## src/rtl/sad_accum_16_if.sv

```systemverilog
// Streaming pixel-in / SAD-vector-out bundle for sad_accum_16.
// Master drives pixels and consumes results; slave is the accumulator.
interface sad_accum_16_if #(
  parameter int PIXEL_BIT_DEPTH   = 8,
  parameter int ELEMENT_BIT_DEPTH = 14
);
  logic                            in_valid;
  logic                            in_ready;
  logic [PIXEL_BIT_DEPTH-1:0]      cur_pix;
  logic [PIXEL_BIT_DEPTH*16-1:0]   ref_pix;
  logic                            sad_valid;
  logic                            sad_ready;
  logic [ELEMENT_BIT_DEPTH*16-1:0] sad_array;

  modport master (
    output in_valid, cur_pix, ref_pix, sad_ready,
    input  in_ready, sad_valid, sad_array
  );

  modport slave (
    input  in_valid, cur_pix, ref_pix, sad_ready,
    output in_ready, sad_valid, sad_array
  );
endinterface

```

## src/rtl/sad_accum_16.sv

```systemverilog
// Sixteen parallel sum-of-absolute-differences accumulators over one block of
// streamed pixels; the finished vector is held until the downstream selector takes it.
module sad_accum_16 #(
  parameter int PIXEL_BIT_DEPTH   = 8,
  parameter int BLOCK_PIXELS      = 64,
  parameter int ELEMENT_BIT_DEPTH = 14
) (
  input  logic           clk,
  input  logic           rst,
  sad_accum_16_if.slave  bus
);
  localparam int P     = PIXEL_BIT_DEPTH;
  localparam int E     = ELEMENT_BIT_DEPTH;
  localparam int CNT_W = (BLOCK_PIXELS > 1) ? $clog2(BLOCK_PIXELS) : 1;
  localparam logic [CNT_W-1:0] LAST_BEAT = CNT_W'(BLOCK_PIXELS - 1);

  typedef enum logic {ACCUM, HOLD} state_t;

  state_t           state_q, state_d;
  logic [CNT_W-1:0] beat_cnt_q, beat_cnt_d;
  logic             in_ready_q, in_ready_d;
  logic             sad_valid_q, sad_valid_d;
  logic             accept;
  logic             first_beat;

  assign accept     = in_ready_q && bus.in_valid;
  assign first_beat = (beat_cnt_q == '0);

  always_comb begin
    state_d    = state_q;
    beat_cnt_d = beat_cnt_q;
    case (state_q)
      ACCUM: begin
        if (accept) begin
          if (beat_cnt_q == LAST_BEAT) begin
            beat_cnt_d = '0;
            state_d    = HOLD;
          end else begin
            beat_cnt_d = beat_cnt_q + 1'b1;
          end
        end
      end
      HOLD: begin
        if (sad_valid_q && bus.sad_ready) begin
          state_d = ACCUM;
        end
      end
      default: state_d = ACCUM;
    endcase
    // Handshake flags are registered copies of the next state.
    in_ready_d  = (state_d == ACCUM);
    sad_valid_d = (state_d == HOLD);
  end

  always_ff @(posedge clk) begin
    if (rst) begin
      state_q     <= ACCUM;
      beat_cnt_q  <= '0;
      in_ready_q  <= 1'b1;
      sad_valid_q <= 1'b0;
    end else begin
      state_q     <= state_d;
      beat_cnt_q  <= beat_cnt_d;
      in_ready_q  <= in_ready_d;
      sad_valid_q <= sad_valid_d;
    end
  end

  assign bus.in_ready  = in_ready_q;
  assign bus.sad_valid = sad_valid_q;

  genvar gi;
  generate
    for (gi = 0; gi < 16; gi++) begin : g_lane
      logic [P-1:0] ref_k;
      logic [P-1:0] diff;
      logic [E:0]   sum;
      logic [E-1:0] acc_q, acc_d;

      assign ref_k = bus.ref_pix[gi*P +: P];
      assign diff  = (bus.cur_pix >= ref_k) ? (bus.cur_pix - ref_k) : (ref_k - bus.cur_pix);
      assign sum   = {1'b0, acc_q} + (E+1)'(diff);

      // First beat of a block overwrites, so stale sums never leak into the next block.
      always_comb begin
        acc_d = acc_q;
        if (accept) begin
          if (first_beat) begin
            acc_d = E'(diff);
          end else if (sum[E]) begin
            acc_d = '1;
          end else begin
            acc_d = sum[E-1:0];
          end
        end
      end

      always_ff @(posedge clk) begin
        if (rst) begin
          acc_q <= '0;
        end else begin
          acc_q <= acc_d;
        end
      end

      assign bus.sad_array[gi*E +: E] = acc_q;
    end
  endgenerate
endmodule
```

## src/flat_wrapper.sv

```systemverilog
// flat-port wrapper written by rule: the top's interface ports become plain ports
module sad_accum_16_flat 
#(
  parameter int PIXEL_BIT_DEPTH   = 8,
  parameter int BLOCK_PIXELS      = 64,
  parameter int ELEMENT_BIT_DEPTH = 14
)
  (clk, rst, bus_in_valid, bus_cur_pix, bus_ref_pix, bus_sad_ready, bus_in_ready, bus_sad_valid, bus_sad_array);
  sad_accum_16_if #(.PIXEL_BIT_DEPTH(PIXEL_BIT_DEPTH), .ELEMENT_BIT_DEPTH(ELEMENT_BIT_DEPTH)) bus_i ();
  input  logic clk;
  input  logic rst;
  input wire logic [$bits(bus_i.in_valid)-1:0] bus_in_valid;
  input wire logic [$bits(bus_i.cur_pix)-1:0] bus_cur_pix;
  input wire logic [$bits(bus_i.ref_pix)-1:0] bus_ref_pix;
  input wire logic [$bits(bus_i.sad_ready)-1:0] bus_sad_ready;
  output wire logic [$bits(bus_i.in_ready)-1:0] bus_in_ready;
  output wire logic [$bits(bus_i.sad_valid)-1:0] bus_sad_valid;
  output wire logic [$bits(bus_i.sad_array)-1:0] bus_sad_array;
  assign bus_i.in_valid = bus_in_valid;
  assign bus_i.cur_pix = bus_cur_pix;
  assign bus_i.ref_pix = bus_ref_pix;
  assign bus_i.sad_ready = bus_sad_ready;
  assign bus_in_ready = bus_i.in_ready;
  assign bus_sad_valid = bus_i.sad_valid;
  assign bus_sad_array = bus_i.sad_array;
  sad_accum_16 #(.PIXEL_BIT_DEPTH(PIXEL_BIT_DEPTH), .BLOCK_PIXELS(BLOCK_PIXELS), .ELEMENT_BIT_DEPTH(ELEMENT_BIT_DEPTH)) u_core (.clk(clk), .rst(rst), .bus(bus_i));
endmodule
```

## config.mk

```make
export PLATFORM = sky130hd
export DESIGN_NAME = sad_accum_16_flat
export DESIGN_NICKNAME = d
export VERILOG_FILES = /design/src/rtl/sad_accum_16_if.sv /design/src/rtl/sad_accum_16.sv /design/src/flat_wrapper.sv
export SDC_FILE = /design/constraint.sdc
export NUM_CORES = 1
export LEC_CHECK = 0
export BUFFER_PORTS_ARGS = -buffer_cell sky130_fd_sc_hd__buf_2
export CAP_MARGIN = 20
export CORE_MARGIN = 2
export CORE_UTILIZATION = 55
export DETAILED_ROUTE_END_ITERATION = 8
export MAX_ROUTING_LAYER = met4
export PLACE_DENSITY = 0.82
export REMOVE_ABC_BUFFERS = 1
export SLEW_MARGIN = 10
export SYNTH_ARGS = -nofsm -noshare
export SYNTH_HDL_FRONTEND = slang
export SYNTH_SLANG_ARGS = --single-unit
```

## constraint.sdc

```tcl
create_clock -name clk -period 9.8 [get_ports clk]
set_input_delay 1.96 -clock clk [delete_from_list [all_inputs] [get_ports clk]]
set_output_delay 1.96 -clock clk [all_outputs]
set_load 0.02 [all_outputs]
```

==> results of run 1 <==
-- how the worst max path moves through the flow --
stage | cells after the start | endpoint | from | slack, ps
detailed placement | 20 | u_core.g_lane[0].acc_q[1] | bus_cur_pix[0] | 2200
global route | 20 | u_core.g_lane[0].acc_q[8] | bus_cur_pix[0] | 2300
floorplan | 6 | u_core.g_lane[10].acc_q[13] | bus_in_valid | 2630
CTS | 20 | u_core.g_lane[0].acc_q[1] | bus_cur_pix[0] | 2790
finish | 20 | u_core.g_lane[0].acc_q[1] | bus_cur_pix[0] | 2640
global placement | 20 | u_core.g_lane[0].acc_q[1] | bus_cur_pix[0] | 2310
-- registers in the layout (all words and copies together), names as in the netlist --
name	count
u_core.g_lane.acc_q	224
u_core.state_q	1
u_core.bus.in_ready	1
u_core.beat_cnt_q	6
-- layout make-up --
| cell class | instances | area share |
|---|---|---|
| timing repair buffer | 390 | 0.0689 |
| antenna | 17 | 0.00145 |
| clock inverter | 16 | 0.0101 |
| clock buffer | 37 | 0.0283 |
| tap | 607 | 0.0259 |
| sequential | 232 | 0.159 |
| multi-input combinational | 2588 | 0.667 |
| inverter | 309 | 0.0396 |
-- metal layers --
| layer | vias to the layer above | part of all wire | global-route usage |
|---|---|---|---|
| li1 | 12400 | - | - |
| met1 | 12100 | 0.42 | 0.458 |
| met2 | 1252 | 0.43 | 0.527 |
| met3 | 241 | 0.10 | 0.0647 |
| met4 | 0 | 0.047 | 0.145 |
| met5 | - | 0 | - |
-- report_power, final --
part,leakage (µW),switching [µW],internal (µW),total (µW)
clock,0.000541,486,806,1290
sequential,0.00190,110,1050,1160
combinational,0.0122,1490,1020,2500
-- tightest hold or removal path, stage by stage (launching register included) --
cell     delay, ps
dfxtp_1        330
nand2_1         50
o21ai_1         50
-- kinds of logic (layout without fill, tap and decap cells) --
| group | count (synthesis) | in the layout | share of synthesized area |
|---|---|---|---|
| AOI/OAI and AO/OA | 1148 | 1148 | 0.292 |
| and+or+nand+nor | 707 | 707 | 0.129 |
| adders and majority gates | 450 | 450 | 0.232 |
| buffers and inverters | 447 | 752 | 0.0661 |
| DFF | 232 | 232 | 0.180 |
| xor gates and xnor gates | 191 | 191 | 0.0648 |
| muxes | 92 | 92 | 0.0365 |
| other | 0 | 17 | 0 |
-- stage by stage --
step	total power (µW)	area (µm²)
2_1_floorplan	3010	25300
3_3_place_gp	3580	28100
3_5_place_dp	3620	28100
4_1_cts	4920	29200
5_1_grt	5280	29300
6_report	4960	29300
-- cells in the final DEF (no fill, tap or decap), types with 11 or more instances in the layout --
master     netlist  final
a21o_1         177    177
buf_4            1     26
o21bai_1        50     50
xnor2_1         97     97
a21oi_1        340    340
inv_1          309    308
mux2i_1         74     74
ha_1           402    402
nand2b_1        15     13
o22ai_1         15     15
and4_1          11     11
clkbuf_16        0     31
nor2b_1         43     43
fa_1            48     48
nor3_1          78     78
o211ai_1        21     21
a41oi_1         14     14
buf_2           12    364
nor4_1          11     11
a22o_1          14     14
nor2_1         179    172
mux2_2          17     17
or2_2           16     16
and3_1          23     23
a31oi_1         74     74
o21ai_0        186    186
o31ai_1         19     19
nand2_1        207    204
a221oi_1        34     34
xor2_1          94     94
diode_2          0     17
nand3_1         68     68
dfxtp_1        232    232
o21a_1          25     25
nand4_1         21     21
a211oi_1        43     43
a221o_1         34     34
==> flow_summary_export.csv, run 1 <==
group,metric,value,unit
setup_path,cpLargestDelayFamily,"compound AO/OA/AOI/OAI gates",
timing,fmaxAchievable,140,MHz
final_layout,area_delta_synth_final,13.4,%
place,port_buffers,365,
cts,cts_tree,"built",
floorplan,dieArea,48700,µm²
synth,synth_top_area_share,0.195,
timing,tns,0,ps
cts,hold_buffers,0,
synth,synth_area,25800,µm²
final_layout,drive_above_1_share,0.143,
setup_path,reg2reg_from,"u_core.beat_cnt_q[2]",
setup_path,critPathKind,"primary input to register",
detailed_routing,drtPass1Iterations,6,
detailed_routing,routed_via_density,6.20,
synth,synth-seq-cells,232,
grt,grt_max_degree,59,
grt,grt_pass1_wl,130000,µm
setup_path,max_stage_delay,890,ps
setup_path,crit_arrival,7670,ps
grt,grt-ovfl-total,0,
worst_hold_path,worstHoldStart,"u_core.g_lane[4].acc_q[2]",
floorplan,row_count,79,
grt,antenna_found_initial,16,
cts,cts_buffers,30,
synth,synth_area_leader_cell,"ha_1",
status,run_status,"complete, no violations",
power,p_per_area,169,nW/µm²
timing,finalHoldViolations,0,
final_layout,fin_util,0.630,
cts,cts.sinks,232,
floorplan,io_pins,366,
timing,rsz0062_at_grt,"false",
detailed_routing,drc,0,
synth,yosys_warnings,0,
timing,fin_crit,7160,ps
timing,finalMaxSlewViolations,0,
synth,ys_top_cells_by_area,"ha_1, dfxtp_1, a21oi_1, a21o_1, inv_1",
timing,fin_crit_sh,0.731,
synth,syn_inst,3267,
worst_hold_path,hold_depth,2,
final_layout,multi_input_area,19500,µm²
synth,synthFlopType,"dfxtp_1",
detailed_routing,wire_per_inst,20.4,µm
synth,yosysSeqAreaShare,0.180,
synth,async_reset_ff_frac,0,
cts,clk_latency,600,ps
setup_path,cp_common_cell,"inv_1",
floorplan,start_util,0.556,
floorplan,die_y,221,µm
timing,fin_worst_skew,19.3,ps
detailed_routing,via_count,26000,
setup_path,cp_num_buf_inv,5,
setup_path,rr_endpoint,"u_core.g_lane[13].acc_q[4]",
timing,finalSetupViolations,0,
power,peakVddDrop,0.163,mV
setup_path,cp_max_fo,17,
timing,whs,474,ps
synth,synth.most_common_cell,"ha_1",
setup_path,cpMaxStageDelayCell,"inv_1",
detailed_routing,wl,85400,µm
final_layout,nets,4141,
timing,tightest_slew,1180,ps
timing,layout_setup_ws,2640,ps
setup_path,r2r_slack,5880,ps
final_layout,stdcell_count,4196,
synth,synth-edff-count,0,
cts,cts.clk_slew.worst_paths,60,ps
power,p_leak,0.0146,µW
worst_hold_path,hold_path_class,"register to register",
timing,slew_headroom,0.213,
setup_path,path_cells,"buf_2, inv_1, ha_1, inv_1, fa_1, a21o_1, a21oi_2, nand2_1, a311oi_4, mux2_2, inv_1, fa_1, inv_1, a21oi_1, o21ai_0, a31oi_1, o21a_1, nor2_1, o22ai_1, o22ai_1",
detailed_routing,antenna_left,0,
synth,synth.top_cells.by_count,"ha_1, a21oi_1, inv_1",
setup_path,crit_required,10310,ps
grt,track_usage,0.349,
setup_path,cp-start-kind,"primary input",
floorplan,fp.dieW,221,µm
grt,grt_pass1_vias,23800,
final_layout,seqCellArea,4640,µm²
cts,htree_num_levels,1,
synth,syn_avg_cell_area,7.90,µm²
setup_path,cp-end-kind,"register",
cts,cts_resized,0,
place,dp_hpwl,60100,µm
final_layout,nFillCells,4154,
detailed_routing,dr.first_iter.drc_count,2085,
setup_path,reg2regPathDepth,7,
synth,yosys.cell_types.count,79,
cts,cts-root-buf,"clkbuf_16",
cts,cts_max_path_buffers,3,
flow_run,maxCapViolations,0,
place,place_congestion,0.955,
place,placed_cells,4126,
floorplan,core,46500,µm²
place,dp_slack,2200,ps
cts,postCtsSetupRepairBufs,0,
worst_hold_path,hold_end,"u_core.g_lane[4].acc_q[2]",
Note: power is estimated with default switching activity, not from simulation.
==> inputs of run 2 (changes only) <==
Settings changed: ABC_AREA from default to 1, PLACE_DENSITY 0.82 to 0.8.
Clock period 9.8 ns to 7.1 ns, I/O delays scaled along.
==> run 2 against run 1 <==
Net effect: first-iteration DRC count grew 38%; worst setup slack lost 810 ps; utilization shrank 1.6 points; final cell count grew 75%; clock power grew 39%; wire length grew 26%; critical path depth grew 3; cell area grew 29%; synthesized cell count grew 88%.
==> flow_summary_export.csv, run 2 <==
group,metric,value,unit
timing,tightest_slew,1170,ps
power,p_clk_frac,0.242,
floorplan,start_util,0.555,
timing,slew_headroom,0.220,
detailed_routing,drtPass1Iterations,6,
timing,fmaxAchievable,190,MHz
power,p_per_area,195,nW/µm²
synth,synth.top_cells.by_count,"nand2_1, inv_1, nand3_1",
detailed_routing,wire_per_inst,14.7,µm
power,switching_share,0.471,
final_layout,top_register,"u_core.g_lane.acc_q",
timing,finalSetupViolations,0,
timing,fin_crit_sh,0.742,
final_layout,nets,7010,
grt,track_usage,0.336,
setup_path,critPathKind,"primary input to register",
power,seqPwrFrac,0.212,
worst_hold_path,hold_path_class,"register to register",
grt,grt_pass1_vias,34500,
final_layout,stdcell_count,7323,
cts,postCtsSetupRepairBufs,0,
detailed_routing,via_count,38100,
setup_path,reg2reg_from,"u_core.beat_cnt_q[0]",
setup_path,max_stage_delay,590,ps
cts,cts_buffers,34,
place,dp_slack,1330,ps
synth,ys_top_cells_by_area,"nand2_1, ha_1, dfxtp_1, inv_1, nand3_1",
synth,syn_avg_cell_area,5.58,µm²
place,dp_hpwl,79500,µm
cts,cts_tree,"built",
synth,synth-seq-cells,232,
floorplan,die_y,253,µm
synth,yosys.cell_types.count,37,
floorplan,io_pins,366,
power,peakVddDrop,0.157,mV
cts,htree_num_levels,2,
status,run_status,"complete, no violations",
cts,cts_resized,0,
power,p_leak,0.0228,µW
synth,synth-edff-count,0,
power,power.net_switching,3490,µW
place,port_buffers,365,
setup_path,cp-end-kind,"register",
final_layout,largestRegisters,"u_core.g_lane.acc_q x224, u_core.beat_cnt_q x6",
setup_path,cp_num_buf_inv,6,
setup_path,r2r_slack,3430,ps
timing,fin_worst_skew,28.1,ps
synth,yosysSeqAreaShare,0.136,
synth,synth_area_leader_cell,"nand2_1",
worst_hold_path,worstHoldStart,"u_core.g_lane[6].acc_q[2]",
setup_path,cp-start-kind,"primary input",
grt,antenna_found_initial,38,
power,combPwrFrac,0.546,
setup_path,reg2regPathDepth,9,
final_layout,layout_commonest_cell,"nand2_1",
timing,tns,0,ps
power,p_int,3910,µW
grt,grt_max_degree,106,
cts,clk_latency,570,ps
worst_hold_path,hold_end,"u_core.g_lane[6].acc_q[2]",
synth,async_reset_ff_frac,0,
setup_path,crit_required,7500,ps
floorplan,dieArea,64200,µm²
floorplan,fp.dieW,253,µm
final_layout,largest_reg_flops,224,
timing,rsz0062_at_grt,"false",
cts,cts_max_path_buffers,3,
grt,grt-ovfl-total,0,
cts,cts.clk_slew.worst_paths,50,ps
synth,synthFlopType,"dfxtp_1",
detailed_routing,antenna_left,0,
setup_path,cp_max_fo,10,
final_layout,final_cell_mix,"nand2_1, inv_1, nand3_1",
cts,cts.sinks,232,
worst_hold_path,hold_depth,2,
cts,hold_buffers,0,
detailed_routing,drc,0,
synth,synth_top_area_share,0.255,
timing,finalMaxSlewViolations,0,
setup_path,path_cells,"buf_2, inv_1, buf_4, ha_1, inv_1, fa_1, nand3_1, nand2_1, nand2_1, nand3_2, inv_2, nand2_1, nand2_1, inv_1, ha_1, a21oi_1, nand3_1, a21oi_2, nand2_1, nand2_1, nand2_1, nor2_1, nor2_1",
place,place_congestion,1.00,
grt,grt_pass1_wl,171000,µm
synth,synth_area,34200,µm²
final_layout,drive_above_1_share,0.0813,
detailed_routing,dr.first_iter.drc_count,2870,
detailed_routing,routed_via_density,5.21,
timing,finalHoldViolations,0,
final_layout,area_delta_synth_final,10.7,%
setup_path,rr_endpoint,"u_core.g_lane[6].acc_q[10]",
setup_path,cp_common_cell,"nand2_1",
cts,cts-root-buf,"clkbuf_16",
floorplan,row_count,91,
detailed_routing,wl,108000,µm
synth,synth.most_common_cell,"nand2_1",
place,placed_cells,7220,
setup_path,crit_arrival,5680,ps
setup_path,cpLargestDelayFamily,"buffers and inverters",
floorplan,core,61600,µm²
timing,fin_crit,5270,ps
synth,syn_inst,6130,
flow_run,maxCapViolations,0,
timing,layout_setup_ws,1830,ps
setup_path,cpMaxStageDelayCell,"inv_1",
synth,yosys_warnings,0,
## run 2: cell types whose count changed in the layout (fill, tap and decap cells not counted), sizes merged, moves of 45 or more
cell / before / now
a211oi: 46 / 0
nand3b: 8 / 76
mux2i: 74 / 0
o21bai: 50 / 5
a31oi: 75 / 7
o21ai: 196 / 101
inv: 310 / 1183
nand2: 207 / 2346
xnor2: 97 / 13
nor2: 180 / 353
nand3: 68 / 562
nand4: 21 / 82
a21o: 177 / 22
## run 2: cells by family after synthesis
logic type,Yosys count,synth area share
simple gates,3470,0.422
flops,232,0.136
xor+xnor,110,0.0282
compound gates,557,0.0896
fa+ha+maj,450,0.175
buf+inv,1311,0.149
## run 2: worst reg2reg max path, delay by kind of cell, from the launching register on
family | cells | cell delay (ps)
DFF | 1 | 370
adders and majority gates | 1 | 240
buffers and inverters | 4 | 2070
and+or+nand+nor | 2 | 510
AOI/OAI and AO/OA | 2 | 400
## run 2: area by class of cell
class / count / area [µm²]
Antenna cell: 41 / 103
Clock buffer: 44 / 970
Clock inverter: 17 / 173
Fill cell: 6250 / 23700
Inverter: 1182 / 4440
Multi-Input combinational cell: 4587 / 24500
Sequential cell: 232 / 4640
Tap cell: 837 / 1050
Timing Repair Buffer: 383 / 2000
## run 2: power groups by stage
stage / sequential, µW / clock [µW] / combinational (µW)
2_1_floorplan: 1700 / 0 / 2860
3_3_place_gp: 1590 / 0 / 3900
3_5_place_dp: 1590 / 0 / 3970
4_1_cts: 1560 / 1830 / 4000
5_1_grt: 1580 / 1870 / 4620
6_report: 1570 / 1790 / 4040
## run 2: metrics by stage
stage	hold WS [ps]	total power, µW	util	area, µm²
3_5_place_dp	478	5560	0.594	36600
4_1_cts	487	7390	0.613	37700
5_1_grt	521	8070	0.614	37800
6_report	488	7400	0.615	37900
2_1_floorplan	455	4560	-	33500
3_3_place_gp	471	5490	0.594	36600
## run 2: worst max path at each step
| stage | startpoint | end | cells after the start |
|---|---|---|---|
| after floorplan | bus_in_valid | u_core.g_lane[10].acc_q[0] | 6 |
| after global placement | bus_cur_pix[0] | u_core.g_lane[3].acc_q[6] | 23 |
| after detailed placement | bus_cur_pix[0] | u_core.g_lane[3].acc_q[6] | 23 |
| after CTS | bus_cur_pix[0] | u_core.g_lane[3].acc_q[7] | 23 |
| after global routing | bus_cur_pix[0] | u_core.g_lane[5].acc_q[3] | 23 |
| final | bus_cur_pix[0] | u_core.g_lane[3].acc_q[6] | 23 |
## run 2: metal layers
layer  track usage  vias to the layer above  routed length [µm]
met5             -                        -                   0
met4         0.142                        0                4510
met3        0.0539                      229                7970
met2         0.535                     1183               48100
met1         0.422                    17100               47300
li1              -                    19600                   -
